$ cat config.mk
export PLATFORM = sky130hd
export DESIGN_NAME = flash_read_arbiter_flat
export DESIGN_NICKNAME = d
export VERILOG_FILES = /design/src/rtl/flash_read_arbiter_if.sv /design/src/rtl/flash_read_arbiter.sv /design/src/flat_wrapper.sv
export SDC_FILE = /design/constraint.sdc
export NUM_CORES = 1
export LEC_CHECK = 0
export ABC_AREA = 1
export BUFFER_PORTS_ARGS = -buffer_cell sky130_fd_sc_hd__buf_2
export CORE_MARGIN = 1.5
export CORE_UTILIZATION = 54
export DETAILED_ROUTE_END_ITERATION = 8
export PLACE_DENSITY = 0.88
export SYNTH_ARGS = -nofsm -noshare
export SYNTH_HDL_FRONTEND = slang
export SYNTH_SLANG_ARGS = --single-unit
export TNS_END_PERCENT = 30
$ cat constraint.sdc
create_clock -name clk -period 3.05 [get_ports clk]
set_input_delay 0.1525 -clock clk [delete_from_list [all_inputs] [get_ports clk]]
set_output_delay 0.1525 -clock clk [all_outputs]
set_load 0.005 [all_outputs]
$ cat src/rtl/flash_read_arbiter_if.sv
// Requester ports A/B, flash byte-reader handshake and status for flash_read_arbiter.
// The slave modport is the arbiter; the master modport is its environment.
interface flash_read_arbiter_if #(
    parameter int unsigned PORT_AW = 18
);
    logic               a_req;
    logic [PORT_AW-1:0] a_addr;
    logic               a_ack;
    logic [7:0]         a_rdata;
    logic               b_req;
    logic [PORT_AW-1:0] b_addr;
    logic               b_ack;
    logic [7:0]         b_rdata;
    logic               flash_ready;
    logic               flash_read_en;
    logic [23:0]        flash_addr;
    logic [7:0]         flash_rdata;
    logic               busy;

    modport master (
        output a_req, a_addr, b_req, b_addr, flash_ready, flash_rdata,
        input  a_ack, a_rdata, b_ack, b_rdata, flash_read_en, flash_addr, busy
    );

    modport slave (
        input  a_req, a_addr, b_req, b_addr, flash_ready, flash_rdata,
        output a_ack, a_rdata, b_ack, b_rdata, flash_read_en, flash_addr, busy
    );
endinterface

$ cat src/rtl/flash_read_arbiter.sv
// Round-robin sharing of one QSPI flash byte-reader between two requesters, each port
// relocated by a base offset and fronted by a one-entry last-address cache.
module flash_read_arbiter #(
    parameter int unsigned PORT_AW = 18,
    parameter logic [23:0] A_BASE  = 24'h100000,
    parameter logic [23:0] B_BASE  = 24'h140000
) (
    input logic                 clk,
    input logic                 reset,
    flash_read_arbiter_if.slave bus
);
    typedef enum logic [2:0] {StIdle, StIssue, StWaitLo, StWaitHi, StDone} state_e;

    state_e state_q, state_d;
    // Current grantee while busy, last grantee while idle (1 = port B).
    logic grant_b_q, grant_b_d;
    logic [23:0] flash_addr_q, flash_addr_d;

    logic               a_ack_q, b_ack_q;
    logic               a_valid_q, b_valid_q;
    logic [PORT_AW-1:0] a_tag_q, b_tag_q;
    logic [7:0]         a_data_q, b_data_q;

    logic a_sample, b_sample, a_match, b_match, a_hit, b_hit, a_miss, b_miss;
    logic read_en, capture, busy_int;

    always_comb begin
        busy_int = (state_q != StIdle);
        a_sample = bus.a_req & ~a_ack_q;
        b_sample = bus.b_req & ~b_ack_q;
        a_match  = a_valid_q & (a_tag_q == bus.a_addr);
        b_match  = b_valid_q & (b_tag_q == bus.b_addr);
        // The port owning the flash access is never served from its cache.
        a_hit    = a_sample & a_match & ~(busy_int & ~grant_b_q);
        b_hit    = b_sample & b_match & ~(busy_int & grant_b_q);
        a_miss   = a_sample & ~a_match;
        b_miss   = b_sample & ~b_match;
    end

    always_comb begin
        state_d      = state_q;
        grant_b_d    = grant_b_q;
        flash_addr_d = flash_addr_q;
        read_en      = 1'b0;
        capture      = 1'b0;
        unique case (state_q)
            StIdle: begin
                if (a_miss | b_miss) begin
                    grant_b_d    = b_miss & (~a_miss | ~grant_b_q);
                    flash_addr_d = grant_b_d ? B_BASE + 24'(bus.b_addr)
                                             : A_BASE + 24'(bus.a_addr);
                    state_d      = StIssue;
                end
            end
            StIssue: begin
                if (bus.flash_ready) begin
                    read_en = 1'b1;
                    state_d = StWaitLo;
                end
            end
            StWaitLo: begin
                if (!bus.flash_ready) state_d = StWaitHi;
            end
            StWaitHi: begin
                if (bus.flash_ready) begin
                    capture = 1'b1;
                    state_d = StDone;
                end
            end
            StDone:  state_d = StIdle;
            default: state_d = StIdle;
        endcase
    end

    always_ff @(posedge clk or posedge reset) begin
        if (reset) begin
            state_q      <= StIdle;
            grant_b_q    <= 1'b1;
            flash_addr_q <= 24'h000000;
        end else begin
            state_q      <= state_d;
            grant_b_q    <= grant_b_d;
            flash_addr_q <= flash_addr_d;
        end
    end

    // The cache data register doubles as the port's rdata: it only changes on a fill.
    always_ff @(posedge clk or posedge reset) begin
        if (reset) begin
            a_ack_q   <= 1'b0;
            b_ack_q   <= 1'b0;
            a_valid_q <= 1'b0;
            b_valid_q <= 1'b0;
            a_tag_q   <= '0;
            b_tag_q   <= '0;
            a_data_q  <= 8'h00;
            b_data_q  <= 8'h00;
        end else begin
            a_ack_q <= a_hit | (capture & ~grant_b_q);
            b_ack_q <= b_hit | (capture & grant_b_q);
            if (capture && !grant_b_q) begin
                a_valid_q <= 1'b1;
                a_tag_q   <= bus.a_addr;
                a_data_q  <= bus.flash_rdata;
            end
            if (capture && grant_b_q) begin
                b_valid_q <= 1'b1;
                b_tag_q   <= bus.b_addr;
                b_data_q  <= bus.flash_rdata;
            end
        end
    end

    assign bus.a_ack         = a_ack_q;
    assign bus.a_rdata       = a_data_q;
    assign bus.b_ack         = b_ack_q;
    assign bus.b_rdata       = b_data_q;
    assign bus.flash_read_en = read_en;
    assign bus.flash_addr    = flash_addr_q;
    assign bus.busy          = busy_int;
endmodule

$ cat src/flat_wrapper.sv
// flat-port wrapper written by rule: the top's interface ports become plain ports
module flash_read_arbiter_flat 
#(
    parameter int unsigned PORT_AW = 18,
    parameter logic [23:0] A_BASE  = 24'h100000,
    parameter logic [23:0] B_BASE  = 24'h140000
)
  (clk, reset, bus_a_req, bus_a_addr, bus_b_req, bus_b_addr, bus_flash_ready, bus_flash_rdata, bus_a_ack, bus_a_rdata, bus_b_ack, bus_b_rdata, bus_flash_read_en, bus_flash_addr, bus_busy);
  flash_read_arbiter_if #(.PORT_AW(PORT_AW)) bus_i ();
  input logic clk;
  input logic reset;
  input wire logic [$bits(bus_i.a_req)-1:0] bus_a_req;
  input wire logic [$bits(bus_i.a_addr)-1:0] bus_a_addr;
  input wire logic [$bits(bus_i.b_req)-1:0] bus_b_req;
  input wire logic [$bits(bus_i.b_addr)-1:0] bus_b_addr;
  input wire logic [$bits(bus_i.flash_ready)-1:0] bus_flash_ready;
  input wire logic [$bits(bus_i.flash_rdata)-1:0] bus_flash_rdata;
  output wire logic [$bits(bus_i.a_ack)-1:0] bus_a_ack;
  output wire logic [$bits(bus_i.a_rdata)-1:0] bus_a_rdata;
  output wire logic [$bits(bus_i.b_ack)-1:0] bus_b_ack;
  output wire logic [$bits(bus_i.b_rdata)-1:0] bus_b_rdata;
  output wire logic [$bits(bus_i.flash_read_en)-1:0] bus_flash_read_en;
  output wire logic [$bits(bus_i.flash_addr)-1:0] bus_flash_addr;
  output wire logic [$bits(bus_i.busy)-1:0] bus_busy;
  assign bus_i.a_req = bus_a_req;
  assign bus_i.a_addr = bus_a_addr;
  assign bus_i.b_req = bus_b_req;
  assign bus_i.b_addr = bus_b_addr;
  assign bus_i.flash_ready = bus_flash_ready;
  assign bus_i.flash_rdata = bus_flash_rdata;
  assign bus_a_ack = bus_i.a_ack;
  assign bus_a_rdata = bus_i.a_rdata;
  assign bus_b_ack = bus_i.b_ack;
  assign bus_b_rdata = bus_i.b_rdata;
  assign bus_flash_read_en = bus_i.flash_read_en;
  assign bus_flash_addr = bus_i.flash_addr;
  assign bus_busy = bus_i.busy;
  flash_read_arbiter #(.PORT_AW(PORT_AW), .A_BASE(A_BASE), .B_BASE(B_BASE)) u_core (.clk(clk), .reset(reset), .bus(bus_i));
endmodule
# Yosys cells after proc, flatten, opt, wreduce, memory -nomap -nowiden
# Index checks and enable logic that the tools add are counted.
[classes] bitwise=27 n_mux=9 eq_ne=9 n_reduce_logical=7 addsub=2
[op_table] operator="$add A21 B18 Y22 const A" count=2
[op_table] operator="$eq A18 B18 Y1" count=2
[op_table] operator="$mux W24" count=1
[op_table] operator="$and A1 B1 Y1" count=15
[op_table] operator="$mux W3" count=4
[op_table] operator="$pmux W3 S4" count=1
[op_table] operator="$not A1 Y1" count=8
[op_table] operator="$eq A3 B2 Y1 const B" count=2
[op_table] operator="$ne A2 B2 Y1 const B" count=3
[op_table] operator="$or A1 B1 Y1" count=4
[op_table] operator="$reduce_and A4 Y1" count=1
[op_table] operator="$eq A3 B1 Y1 const B" count=1
[op_table] operator="$logic_not A3 Y1" count=1
[op_table] operator="$mux W1" count=3
[op_table] operator="$reduce_bool A3 Y1" count=1
[op_table] operator="$logic_and A1 B1 Y1" count=2
[op_table] operator="$ne A2 B1 Y1 const B" count=1
[op_table] operator="$reduce_and A2 Y1" count=1
[op_table] operator="$logic_not A1 Y1" count=1
[totals] input_bits=49 reg_bits=84 wordCells=65 output_inout_bits=44

# Longest topological paths before layout
[logic_depth] depth_word=8 ltp_mapped=14 ltp_nobuf=13

# Worst setup path before layout
# Ideal clock, no wire load.
[synth_path] path_kind="reg-to-reg" startpoint="reg u_core.state_q[2]" endpoint="reg u_core.flash_addr_q[0] (netlist: u_core.bus.flash_addr[0])" required_time_ns=2.933 arrival_ns=1.384 path_stages_with_launch=10 path_slack_ns=1.549 n_path_buf=1 setup_time_ns=0.117 period_less_slack_ns=1.501 cell_sequence="dfrtp_1 -> nor2_1 -> inv_1 -> nor2_1 -> inv_1 -> a21oi_2 -> inv_2 -> buf_4 -> nand2_1 -> nand2_1"
[synth_via] elab_chain_len=2
[synth_rtl] item="start: declaration" line="flash_read_arbiter.sv:14" text="state_e state_q, state_d;"
[synth_rtl] item="start signal: assignment" line="flash_read_arbiter.sv:77" text="state_q <= StIdle;"
[synth_rtl] item="start signal: assignment" line="flash_read_arbiter.sv:81" text="state_q <= state_d;"
[synth_rtl] item="$logic_not A3 Y1" line="flash_read_arbiter.sv:46" text="unique case (state_q)"
[synth_rtl] item="$reduce_and A2 Y1 (no source line)"
[synth_rtl] item="end signal: assignment" line="flash_read_arbiter.sv:83" text="flash_addr_q <= flash_addr_d;"
[synth_rtl] item="end: declaration" line="flash_read_arbiter.sv:17" text="logic [23:0] flash_addr_q, flash_addr_d;"
# No other way between the ends.
# A chain may end at the register's enable or synchronous reset.

# Worst setup path in the final report
[layout_path] startpoint="reg u_core.state_q[2]" endpoint="reg u_core.flash_addr_q[16] (netlist: u_core.bus.flash_addr[16])"
# The elaborated chain is that of the path after synthesis.

==> summary.txt <==
Outcome = finished, final reports clean
Slowest stage delay, CP = 0.39 ns
Post-CTS Setup Bufs = 0
Top_reg_cell synth = dfrtp_1
Vias in the first global route = 3330
Placed Cells = 724
Placement-stage cell area = 4490 um^2
Sw Ratio = 0.379
Synthesized flop and latch total = 80
Clock Latency Late Sink = 0.35 ns
Core Util, Final = 0.649
Async SR Flop Fraction = 1.00
Post-synth top area share = 0.490
Slew Viols, Final = 0
DP HPWL = 6820 um
Total Nets Final = 685
CP Max Fanout = 19
Core area = 7250 um^2
Multi-input logic area = 1560 um^2
Average cell area after synthesis = 7.31 um^2
Avg WL per Cell = 12.5 um
Final GP Congestion = 0.889
Area contributors post-synth = dfrtp_1 (49%), nand2_1 (20%), inv_1 (7.5%)
DP Worst Slack = 1.09 ns
Total leakage power = 2.74 nW
GR Util All Layers = 0.242
Final Cycle Share = 0.680
CTS tree = yes
Critical path class = reg -> reg
Initial DRT Pass Iterations = 5
Critical path launch point type = flop
DR DRC count = 0
Fin worst setup slack = 0.977 ns
Initial antenna violation count = 0
I/O pin cnt = 93
EDFF count, synth = 0
Htree depth = 3
Die Ht = 89.4 um
Starting DRT DRC Count = 339
Crit-path slowest cell = dfrtp_1
DR vias = 3659
Unrepaired setup endpoints after global routing = false
Row count = 31
Crit path cell chain = nor2_1, inv_1, nor2_1, inv_1, a21oi_2, inv_2, nand2_1, nand2_1
Distinct cell type count after synthesis = 27
Setup TNS = 0 ns
Via/cell ratio = 4.94
Layout cells sized above 1 = 0.195
Cells after Synth = 552
Fmax = 482 MHz
First-pass GRT wire length = 14600 um
Yosys warnings = 0
Req. time, crit path = 3.29 ns
Post-cts resize count = 0
CTS Sinks = 80
Maximum VDD drop = 0.000404 V
PwrDens = 879 nW/um^2
# fillers = 643
Die area = 8000 um^2
Post-Layout Cell Count = 740
Worst Clk Skew = 0.0105 ns
Worst slew margin = 0.316
IO buf count = 88
Antenna fix cells = 0
Worst-path clk slew = 0.08 ns
Int Power = 2.57 mW
Clock share of power = 0.200
CP Capture Type = flop
Final-report setup violation count = 0
Root buf cell = clkbuf_8
Most frequent cells after synthesis = nand2_1 (213), inv_1 (81), dfrtp_1 (79), o21ai_0 (58), nand3_1 (41)
Hold buffer count at CTS = 0
Worst min path class = in -> reg
CP arrival = 2.31 ns
Final instance area = 4710 um^2
Total gr overflow = 0
Final antenna-violating net count = 0
Comb power frac = 0.358
Reg power frac = 0.442
Worst-margin pin slew = 1.03 ns
Initial Util = 0.556
Chip Width = 89.4 um
Register area = 2000 um^2
Min cycle time layout = 2.07 ns
CTS Buf Count = 9
Largest net degree at the start of global routing = 81
Drt total wl = 9220 um
Seq/Total Area, Yosys = 0.497
Cell Area, Synth = 4030 um^2
Hold Vio Cnt, Final = 0
Most frequent cell after synthesis = nand2_1
Max Cap Viol = 0
Clock Path Buffers = 2
Area leader, netlist = dfrtp_1
Area Growth Syn to Fin = 16.7%
NetSw = 1.57 mW
[cell families (layout without fill, tap and decap cells)]
kind of cell           Yosys count  count (layout)  share of synthesized area
flip-flops                      80              80                      0.497
AND/OR/NAND/NOR                294             294                      0.295
buffers and inverters          111             197                      0.119
AO/OA/AOI/OAI                   62              62                     0.0794
other                            1               4                   0.000930
XOR/XNOR                         4               4                    0.00868
[through the flow]
step	hold slack (ns)	total power, mW
final	0.0615	4.14
after CTS	0.0587	4.15
after detailed placement	0.437	3.32
after global routing	0.0688	4.47
after global placement	0.426	3.21
after floorplan	0.311	2.81
[layout by cell type (no fill, tap or decap), drive strengths merged]
master,instances
o41ai,1
o211ai,1
nor2,30
dfrtp,79
buf,92
clkbuf,12
inv,89
and3,1
nand4,1
clkinvlp,1
clkinv,2
conb,4
nand2,216
a21oi,1
xnor2,4
or2,2
dfstp,1
nand3,43
o21ai,59
nor3,1
bufinv,1
[metal layers]
layer | routed length [um] | share of wire | global-route usage
met1 | 4140 | 0.45 | 0.327
met5 | 0 | 0 | 0
met3 | 564 | 0.061 | 0.0434
met2 | 4290 | 0.47 | 0.385
met4 | 219 | 0.024 | 0.103
[worst max-delay path: cells and delay by family (launching register included)]
| kind | cells | cell delay [ns] |
|---|---|---|
| DFF | 1 | 0.39 |
| buffers and inverters | 3 | 0.49 |
| and+or+nand+nor | 4 | 0.69 |
| AOI/OAI and AO/OA | 1 | 0.39 |
[cell type report]
class | instances | area share
flip-flops and latches | 80 | 0.425
inverters | 89 | 0.0709
clock buffers | 12 | 0.0351
clock inverters | 4 | 0.0109
multi-input cells | 364 | 0.332
well taps | 99 | 0.0263
repair buffers | 92 | 0.0999
[worst paths after layout]
| path | from | to | slack, ns | cells past startpoint |
|---|---|---|---|---|
| setup / recovery | u_core.state_q[2] | u_core.bus.flash_addr[16] | 0.98 | 8 |
| hold / removal | bus_flash_rdata[5] | u_core.bus.b_rdata[5] | 0.06 | 3 |
| setup reg to reg | u_core.state_q[2] | u_core.bus.flash_addr[16] | 0.98 | 8 |
| hold reg to reg | u_core.a_valid_q | u_core.a_valid_q | 0.46 | 2 |
| max in group asynchronous | reset | u_core.a_tag_q[16] | 2.28 | 3 |
| min in group asynchronous | reset | u_core.b_tag_q[1] | 0.09 | 3 |
[flip-flops by register name, indices dropped and copies added (netlist names), 3 cells and up]
name / cells
u_core.bus.flash_addr: 20
u_core.a_tag_q: 18
u_core.b_tag_q: 18
u_core.bus.a_rdata: 8
u_core.bus.b_rdata: 8
u_core.state_q: 3
[power by group through the flow]
stage / clock network [mW] / registers (mW) / logic (mW)
after CTS: 0.837 / 1.82 / 1.49
after detailed placement: 0 / 1.84 / 1.48
after global routing: 0.885 / 1.88 / 1.71
after global placement: 0 / 1.83 / 1.39
final: 0.828 / 1.83 / 1.48
after floorplan: 0 / 1.80 / 1.01
Power figures use the tool's default switching activity.
